--- config.mk ---
export PLATFORM = sky130hd
export DESIGN_NAME = simd_ctrl
export DESIGN_NICKNAME = d
export VERILOG_FILES = /design/src/rtl/simd_pkg.sv /design/src/rtl/simd_scalar.sv /design/src/rtl/simd_vector.sv /design/src/rtl/simd_ctrl.sv
export SDC_FILE = /design/constraint.sdc
export NUM_CORES = 2
export LEC_CHECK = 0
export BUFFER_PORTS_ARGS = -buffer_cell sky130_fd_sc_hd__buf_2
export CORE_AREA = 2 2 438 440
export DETAILED_ROUTE_END_ITERATION = 12
export DIE_AREA = 0 0 440 442
export PLACE_DENSITY = 0.38
export REMOVE_ABC_BUFFERS = 1
export SYNTH_ARGS = -nofsm -noshare
export SYNTH_HDL_FRONTEND = slang
export SYNTH_HIERARCHICAL = 1
export SYNTH_SLANG_ARGS = --single-unit
--- constraint.sdc ---
create_clock -name clk -period 7.03 [get_ports clk]
set_input_delay 0.703 -clock clk [delete_from_list [all_inputs] [get_ports clk]]
set_output_delay 0.703 -clock clk [all_outputs]
set_load 0.05 [all_outputs]
--- src/rtl/simd_pkg.sv ---
// Shared definitions for the SIMD sequencer and its lane arithmetic units.
package simd_pkg;

  localparam int LANES  = 4;
  localparam int LANE_W = 16;
  localparam int DATA_W = LANES * LANE_W;

  // Command mode: which arithmetic unit drives the write-back data.
  localparam logic MODE_VEC = 1'b0;
  localparam logic MODE_SCA = 1'b1;

  // Vector-unit op codes (a op b, per lane).
  localparam logic [1:0] OP_NOP  = 2'd0;
  localparam logic [1:0] OP_ADD  = 2'd1;
  localparam logic [1:0] OP_SUB  = 2'd2;
  localparam logic [1:0] OP_MUL  = 2'd3;

  // Scalar-unit op codes (a op const, per lane). OP_MUL is shared.
  localparam logic [1:0] OP_PASS = 2'd0;
  localparam logic [1:0] OP_THR  = 2'd1;
  localparam logic [1:0] OP_CMP  = 2'd2;

  // Sequencer states.
  typedef enum logic [1:0] {
    ST_IDLE  = 2'd0,
    ST_RUN   = 2'd1,
    ST_DRAIN = 2'd2
  } state_e;

endpackage

--- src/rtl/simd_scalar.sv ---
// Element-wise vector-versus-constant op over four 16-bit lanes (unsigned compares).
module simd_scalar
  import simd_pkg::*;
(
  input  logic [DATA_W-1:0] a_i,
  input  logic [LANE_W-1:0] c_i,
  input  logic [1:0]        op_i,
  output logic [DATA_W-1:0] y_o
);

  logic [LANE_W-1:0] la;
  logic [LANE_W-1:0] lr;

  // Per-lane arithmetic against the broadcast constant.
  always_comb begin
    y_o = '0;
    la  = '0;
    lr  = '0;
    for (int l = 0; l < LANES; l++) begin
      la = a_i[l*LANE_W +: LANE_W];
      unique case (op_i)
        OP_PASS: lr = la;
        OP_THR:  lr = (la > c_i) ? la : c_i;
        OP_CMP:  lr = (la > c_i) ? LANE_W'(1) : '0;
        OP_MUL:  lr = la * c_i;
        default: lr = '0;
      endcase
      y_o[l*LANE_W +: LANE_W] = lr;
    end
  end

endmodule

--- src/rtl/simd_vector.sv ---
// Element-wise vector op over four 16-bit lanes; all results wrap at 16 bits.
module simd_vector
  import simd_pkg::*;
(
  input  logic [DATA_W-1:0] a_i,
  input  logic [DATA_W-1:0] b_i,
  input  logic [1:0]        op_i,
  output logic [DATA_W-1:0] y_o
);

  logic [LANE_W-1:0] la;
  logic [LANE_W-1:0] lb;
  logic [LANE_W-1:0] lr;

  // Per-lane arithmetic selected by the op code.
  always_comb begin
    y_o = '0;
    la  = '0;
    lb  = '0;
    lr  = '0;
    for (int l = 0; l < LANES; l++) begin
      la = a_i[l*LANE_W +: LANE_W];
      lb = b_i[l*LANE_W +: LANE_W];
      unique case (op_i)
        OP_NOP:  lr = '0;
        OP_ADD:  lr = la + lb;
        OP_SUB:  lr = la - lb;
        OP_MUL:  lr = la * lb;
        default: lr = '0;
      endcase
      y_o[l*LANE_W +: LANE_W] = lr;
    end
  end

endmodule

--- src/rtl/simd_ctrl.sv ---
// Command sequencer: streams a run of buffer words through the vector or
// scalar unit and writes results back two cycles after each read.
//
//   state    | meaning
//   ST_IDLE  | ready for a command; zero-length commands finish here
//   ST_RUN   | issuing reads, one per unpaused cycle
//   ST_DRAIN | all reads issued, waiting for the last write to go out
module simd_ctrl
  import simd_pkg::*;
#(
  parameter int ADDR_W = 10,
  parameter int LEN_W  = ADDR_W + 1
) (
  input  logic              clk,
  input  logic              rst_n,
  input  logic              cmd_valid,
  output logic              cmd_ready,
  input  logic              cmd_mode,
  input  logic [1:0]        cmd_op,
  input  logic [ADDR_W-1:0] cmd_src_a,
  input  logic [ADDR_W-1:0] cmd_src_b,
  input  logic [ADDR_W-1:0] cmd_dst,
  input  logic [LEN_W-1:0]  cmd_len,
  input  logic [15:0]       cmd_const,
  input  logic              pause,
  output logic              rd_en,
  output logic [ADDR_W-1:0] rd_addr_a,
  output logic [ADDR_W-1:0] rd_addr_b,
  input  logic [63:0]       rd_data_a,
  input  logic [63:0]       rd_data_b,
  output logic              wr_en,
  output logic [ADDR_W-1:0] wr_addr,
  output logic [63:0]       wr_data,
  output logic              busy,
  output logic              done
);

  state_e            state_q;
  logic              mode_q;
  logic [1:0]        op_q;
  logic [ADDR_W-1:0] src_a_q;
  logic [ADDR_W-1:0] src_b_q;
  logic [ADDR_W-1:0] dst_q;
  logic [LEN_W-1:0]  len_q;
  logic [15:0]       const_q;
  logic [LEN_W-1:0]  cnt_q;
  logic              done_q;

  // Read-to-write pipeline: stage 1 holds the read just issued, stage 2 the write.
  logic              v1_q;
  logic [ADDR_W-1:0] wa1_q;
  logic              wr_en_q;
  logic [ADDR_W-1:0] wr_addr_q;
  logic [DATA_W-1:0] wr_data_q;

  logic              cmd_fire;
  logic              issue;
  logic              last_rd;
  logic [ADDR_W-1:0] cnt_addr;
  logic [DATA_W-1:0] vec_y;
  logic [DATA_W-1:0] sca_y;
  logic [DATA_W-1:0] wr_data_d;

  assign cmd_ready = (state_q == ST_IDLE);
  assign busy      = (state_q != ST_IDLE);
  assign done      = done_q;
  assign cmd_fire  = cmd_valid & cmd_ready;

  // Pause acts in the same cycle so a paused cycle never issues a read.
  assign issue     = (state_q == ST_RUN) & ~pause;
  assign last_rd   = (cnt_q == (len_q - LEN_W'(1)));
  assign cnt_addr  = cnt_q[ADDR_W-1:0];

  assign rd_en     = issue;
  assign rd_addr_a = src_a_q + cnt_addr;
  assign rd_addr_b = (mode_q == MODE_SCA) ? '0 : (src_b_q + cnt_addr);

  assign wr_en     = wr_en_q;
  assign wr_addr   = wr_addr_q;
  assign wr_data   = wr_data_q;

  simd_vector u_vec (
    .a_i  (rd_data_a),
    .b_i  (rd_data_b),
    .op_i (op_q),
    .y_o  (vec_y)
  );

  simd_scalar u_sca (
    .a_i  (rd_data_a),
    .c_i  (const_q),
    .op_i (op_q),
    .y_o  (sca_y)
  );

  // Mode mux on the unit outputs feeding the write-data register.
  always_comb begin
    wr_data_d = vec_y;
    if (mode_q == MODE_SCA) begin
      wr_data_d = sca_y;
    end
  end

  // Command latch, element counter and state sequencing.
  always_ff @(posedge clk or negedge rst_n) begin
    if (!rst_n) begin
      state_q <= ST_IDLE;
      mode_q  <= MODE_VEC;
      op_q    <= '0;
      src_a_q <= '0;
      src_b_q <= '0;
      dst_q   <= '0;
      len_q   <= '0;
      const_q <= '0;
      cnt_q   <= '0;
      done_q  <= 1'b0;
    end else begin
      done_q <= 1'b0;
      unique case (state_q)
        ST_IDLE: begin
          if (cmd_fire) begin
            mode_q  <= cmd_mode;
            op_q    <= cmd_op;
            src_a_q <= cmd_src_a;
            src_b_q <= cmd_src_b;
            dst_q   <= cmd_dst;
            len_q   <= cmd_len;
            const_q <= cmd_const;
            cnt_q   <= '0;
            if (cmd_len == '0) begin
              done_q <= 1'b1;
            end else begin
              state_q <= ST_RUN;
            end
          end
        end
        ST_RUN: begin
          if (issue) begin
            cnt_q <= cnt_q + LEN_W'(1);
            if (last_rd) begin
              state_q <= ST_DRAIN;
            end
          end
        end
        ST_DRAIN: begin
          // No read in stage 1 means the write now on the port is the last one.
          if (!v1_q) begin
            state_q <= ST_IDLE;
            done_q  <= 1'b1;
          end
        end
        default: state_q <= ST_IDLE;
      endcase
    end
  end

  // Two-stage valid/address pipeline; result is registered as it is written.
  always_ff @(posedge clk or negedge rst_n) begin
    if (!rst_n) begin
      v1_q      <= 1'b0;
      wa1_q     <= '0;
      wr_en_q   <= 1'b0;
      wr_addr_q <= '0;
      wr_data_q <= '0;
    end else begin
      v1_q    <= issue;
      wr_en_q <= v1_q;
      if (issue) begin
        wa1_q <= dst_q + cnt_addr;
      end
      if (v1_q) begin
        wr_addr_q <= wa1_q;
        wr_data_q <= wr_data_d;
      end
    end
  end

endmodule

# Word level (Yosys, flattened, before mapping)
# Index checks and enable logic that the tools add are counted.
[word_totals]
ff_bits = 160
in_bits = 192
output_inout_bits = 99
elab_cells = 93
[classes]
add_sub_neg = 13
mul = 8
magnitude_cmp = 4
eq_ne = 11
muxes = 31
bitwise = 3
reduce_logical = 8
[op_table]
columns = ["operator", "n"]
rows = [
  ["$pmux W16 S4", 8],
  ["$mul A16 B16 Y16", 8],
  ["$add A16 B16 Y16", 4],
  ["$gt A16 B16 Y1", 4],
  ["$mux W16", 4],
  ["$mux W64", 1],
  ["$sub A16 B16 Y16", 4],
  ["$add A10 B10 Y10", 3],
  ["$mux W11", 2],
  ["$pmux W11 S2", 1],
  ["$add A11 B1 Y11 const B", 1],
  ["$eq A11 B11 Y1", 1],
  ["$logic_not A11 Y1", 1],
  ["$sub A11 B1 Y11 const B", 1],
  ["$mux W10", 1],
  ["$mux W2", 5],
  ["$ne A2 B2 Y1 const B", 4],
  ["$mux W1", 7],
  ["$eq A2 B2 Y1 const B", 3],
  ["$pmux W2 S3", 1],
  ["$reduce_and A5 Y1", 1],
  ["$eq A2 B1 Y1 const B", 2],
  ["$logic_not A2 Y1", 2],
  ["$reduce_bool A2 Y1", 2],
  ["6 further kinds", 7],
]

# Depth between registers and ports, before layout
[depth]
depth_word = 5
depth_mapped = 25
ltp_nobuf = 23

# Hierarchy
# Netlist, hierarchy kept.
[by_module_without_submodules]
columns = ["mod", "instances", "cells_each", "area_per_inst_um2", "seq_area_each_um2"]
rows = [
  ["simd_vector", 1, 2595, 20409.6, 0.0],
  ["simd_scalar", 1, 2283, 18785.5, 0.0],
  ["simd_ctrl", 1, 747, 8059.0, 4003.8],
]

# Least setup slack after synthesis
# No wires, ideal clock.
[synth_timing]
path_kind = "flip-flop to flip-flop"
startpoint = "register const_q[1]"
endpoint = "register wr_data_q[46], in the netlist wr_data[46]"
t_arrival_ns = 6.048
required_ns = 6.893
path_slack_ns = 0.845
stages_incl_launch_ff = 24
n_path_buf = 3
path_cell_list = "dfrtp_1 > clkbuf_1 > clkbuf_1 > clkbuf_1 > nand2_1 > fa_1 > fa_1 > fa_1 > fa_1 > inv_1 > fa_1 > inv_1 > fa_1 > inv_1 > ha_1 > and2_1 > a31oi_1 > o31ai_1 > or4_1 > o311ai_0 > xor2_1 > o21ai_0 > mux2i_1 > a21oi_1"
[synth_between]
elab_chain_len = 4
[synth_rtl]
columns = ["element", "line", "text"]
rows = [
  ["start, declared", "simd_ctrl.sv:45", "logic [15:0] const_q;"],
  ["start signal, assigned", "simd_ctrl.sv:128", "const_q <= cmd_const;"],
  ["parallel branches: the longest is 2 deep, another holds $mul A16 B16 Y16", "n/a", ""],
  ["$pmux W16 S4 *", "simd_scalar.sv:21", "unique case (op_i)"],
  ["named net sca_y[46]", "simd_ctrl.sv:61", "logic [DATA_W-1:0] sca_y;"],
  ["$mux W64 *", "simd_ctrl.sv:99", "if (mode_q == MODE_SCA) begin"],
  ["end signal, assigned", "simd_ctrl.sv:173", "wr_data_q <= wr_data_d;"],
  ["end, declared", "simd_ctrl.sv:54", "logic [DATA_W-1:0] wr_data_q;"],
]
# Mark *: on every way through the listed nets, which the timed path passes.
# A chain may end at the register's enable or synchronous reset.

# Worst setup path after layout
[layout_timing]
startpoint = "register const_q[3]"
endpoint = "register wr_data_q[14], in the netlist wr_data[14]"
# The elaborated chain is that of the path after synthesis.

==> flow_metrics.py <==
metrics = {
    "grt": {
        "grt_overflow_total": 0,
        "track_usage_pct": 18.5,
        "antenna_found_initial": 15,
        "grt_max_degree": 74,
        "grt_pass1_vias": 40500,
        "grt_pass1_wl_mm": 268,
    },
    "clock_tree": {
        "clk_pin_slew_ns": 0.08,
        "cts_buffers": 17,
        "clkSinkCount": 160,
        "clk_latency_ns": 0.54,
        "cts_root_buf": "clkbuf_16",
        "cts_resized": 0,
        "cts.htree.levels": 4,
        "postCtsSetupRepairBufs": 0,
        "holdBufCountCts": 0,
        "clockBufferDepth": 2,
        "tritoncts": "yes",
    },
    "critical_path": {
        "cpMostUsedCell": "fa_1",
        "end_kind": "flop",
        "required_ns": 7.43,
        "path_max_fanout": 18,
        "r2r_slack_ns": 0.60,
        "crit_path_cell_trace": "buf_4 -> nand2_1 -> fa_1 -> fa_1 -> fa_1 -> fa_1 -> inv_1 -> fa_1 -> inv_1 -> fa_1 -> inv_1 -> ha_1 -> nand3_1 -> nand2_1 -> a41o_1 -> o41ai_1 -> xor2_1 -> o22ai_1 -> mux2i_1 -> a21oi_1",
        "critPathMaxStageDelay_ns": 0.79,
        "crit_type": "reg -> reg",
        "worstSetupStartpointType": "flop",
        "cpMaxStageDelayCell": "dfrtp_2",
        "crit_arrival_ns": 6.83,
    },
    "run_status": {
        "status": "complete, no violations",
    },
    "floorplanning": {
        "io_pins": 291,
        "die-width_um": 440,
        "floorplan.initialDensity_pct": 24.9,
        "rows": 160,
        "die-height_um": 442,
        "core_area_um2": 190000,
        "dieArea_um2": 194000,
    },
    "cells_and_area": {
        "multi_input_area_um2": 38600,
        "regArea_um2": 4030,
        "fillers": 20600,
        "syn_to_final_growth_pct": 11.6,
        "nets": 7265,
        "drive_above_1_share_pct": 10.1,
    },
    "route": {
        "wl_mm": 179,
        "vias": 38100,
        "ant_nets": 0,
        "post_drt_wl_per_cell_um": 21.4,
        "dr.pass1.iters": 8,
        "avgViaCountPerCell": 4.55,
        "drc": 0,
        "initialDrtViolationCount": 2012,
    },
    "timing": {
        "final.setup.tns_ns": 0,
        "finalCritPeriodShare_pct": 91.5,
        "fin_crit_ns": 6.43,
        "fmax_mhz": 156,
        "setup_violations": 0,
        "slew_viol_final": 0,
        "clock_skew_ns": 0.0215,
        "max_slew.worst_pin.slew_ns": 1.17,
        "rsz0062_at_grt": "false",
        "finalHoldViolations": 0,
        "max-slew-margin-rel_pct": 21.9,
    },
    "synth": {
        "synth_most_common_cell": "inv_1",
        "synthDistinctLibCells": 83,
        "syn_area_um2": 47300,
        "synthTopCellsByCount": "986 x inv_1, 647 x fa_1, 637 x nand2_1",
        "synthTopCellsByArea": "fa_1 27%, ha_1 16%, dfrtp_1 8.5%",
        "ys_seq_area_share_pct": 8.47,
        "ys_warn_count": 6,
        "synth_edf_count": 0,
        "synth-main-ff-cell": "dfrtp_1",
        "syn_inst": 5625,
        "netlist.area_leader.share_pct": 27.4,
        "ys_seq_elements": 160,
        "syn_avg_cell_area_um2": 8.40,
        "synth_area_leader_cell": "fa_1",
        "synth-async-reset-ratio_pct": 100,
    },
    "placement": {
        "port-buffer-count": 290,
        "dp.final_hpwl_mm": 139,
        "gp_congestion": 0.820,
    },
    "hold_path": {
        "hold_path.class": "in -> async",
    },
    "job": {
        "drv_cap": 0,
    },
}
-- flip-flops by register name, indices dropped and copies added (netlist names) --
signal / flops
const_q: 16
src_b_q: 10
done: 1
v1_q: 1
src_a_q: 10
cnt_q: 11
wr_data: 64
op_q: 2
wa1_q: 10
state_q: 2
wr_en: 1
len_q: 11
mode_q: 1
wr_addr: 10
dst_q: 10
-- final timing paths --
check,start,end,depth (start not counted)
max,const_q[3],wr_data[14],20
min,rst_n,wr_data[7],1
max reg2reg,const_q[3],wr_data[14],20
min reg2reg,wa1_q[3],wa1_q[3],2
max in group asynchronous,rst_n,op_q[1],2
min in group clk,cmd_dst[1],dst_q[1],3
-- cell type report --
type / instances / area share (%)
clock inverters: 11 / 0.178
repair buffers: 439 / 4.99
inverters: 986 / 7.02
flip-flops and latches: 160 / 7.64
diodes: 9 / 0.0427
multi-input cells: 4234 / 73.3
clock buffers: 21 / 0.892
well taps: 2511 / 5.96
-- cell usage in the layout (no fill, tap or decap), types with 12 or more instances in the layout --
cell       netlist  routed
a211oi_1        24      24
a21o_1          46      46
a21oi_1        224     224
a221o_1         18      18
a22o_1          23      23
a22oi_1         26      26
a32oi_1         13      13
and2_1         494     493
and3_1          16      16
buf_2           10     289
buf_4            1     145
clkbuf_16        0      17
dfrtp_1        160     146
fa_1           647     647
ha_1           588     585
inv_1          986     986
mux2_2          68      68
mux2i_1         95      95
nand2_1        637     636
nand2b_1        29      28
nand3_1         34      34
nand4_1         18      18
nor2_1         334     333
nor2b_1         43      43
nor3_1          65      65
nor4_1          13      13
o21a_1          26      26
o21ai_0         82      82
o21ai_1         21      21
o22ai_1         29      29
o31ai_1         12      12
or3_1           21      21
xnor2_1        344     344
xor2_1          99      99
-- layer usage --
| metal | up-vias | track usage (%) | share of wire [%] |
|---|---|---|---|
| met3 | 117 | 1.54 | 2.9 |
| met2 | 649 | 32.1 | 49 |
| met4 | 2 | 4.03 | 2.0 |
| met1 | 19200 | 24.8 | 46 |
| met5 | - | 0 | 0.0073 |
| li1 | 18100 | - | - |
-- through the flow --
stage | hold WS, ns | area, um^2 | util [%] | worst slack (ns) | cells
final | 0.183 | 52700 | 27.8 | 0.600 | 8371
after global routing | 0.210 | 52700 | 27.8 | 0.248 | 8364
after CTS | 0.168 | 52700 | 27.8 | 0.505 | 8362
after detailed placement | 0.466 | 52100 | 27.5 | 0.444 | 8330
after global placement | 0.457 | 52100 | 27.5 | 0.433 | 8330
after floorplan | 0.407 | 46300 | - | 0.766 | 5380
-- critical path: cells and delay by family (launching register included) --
kind,cells,cell delay (ns)
mux,1,0.20
flops,1,0.79
buf+inv,4,0.57
xor+xnor,1,0.23
simple gates,3,0.26
fa+ha+maj,7,3.41
compound gates,4,0.78
-- cells by family after synthesis --
family | count (synthesis) | share of synthesized area [%]
buf+inv | 1231 | 9.84
mux | 163 | 3.63
xor+xnor | 443 | 8.21
fa+ha+maj | 1235 | 43.0
flops | 160 | 8.47
compound gates | 642 | 8.88
simple gates | 1751 | 18.0
Power is not shown: default switching activity piles up to over one toggle a cycle in this logic, so the estimate is an artifact.
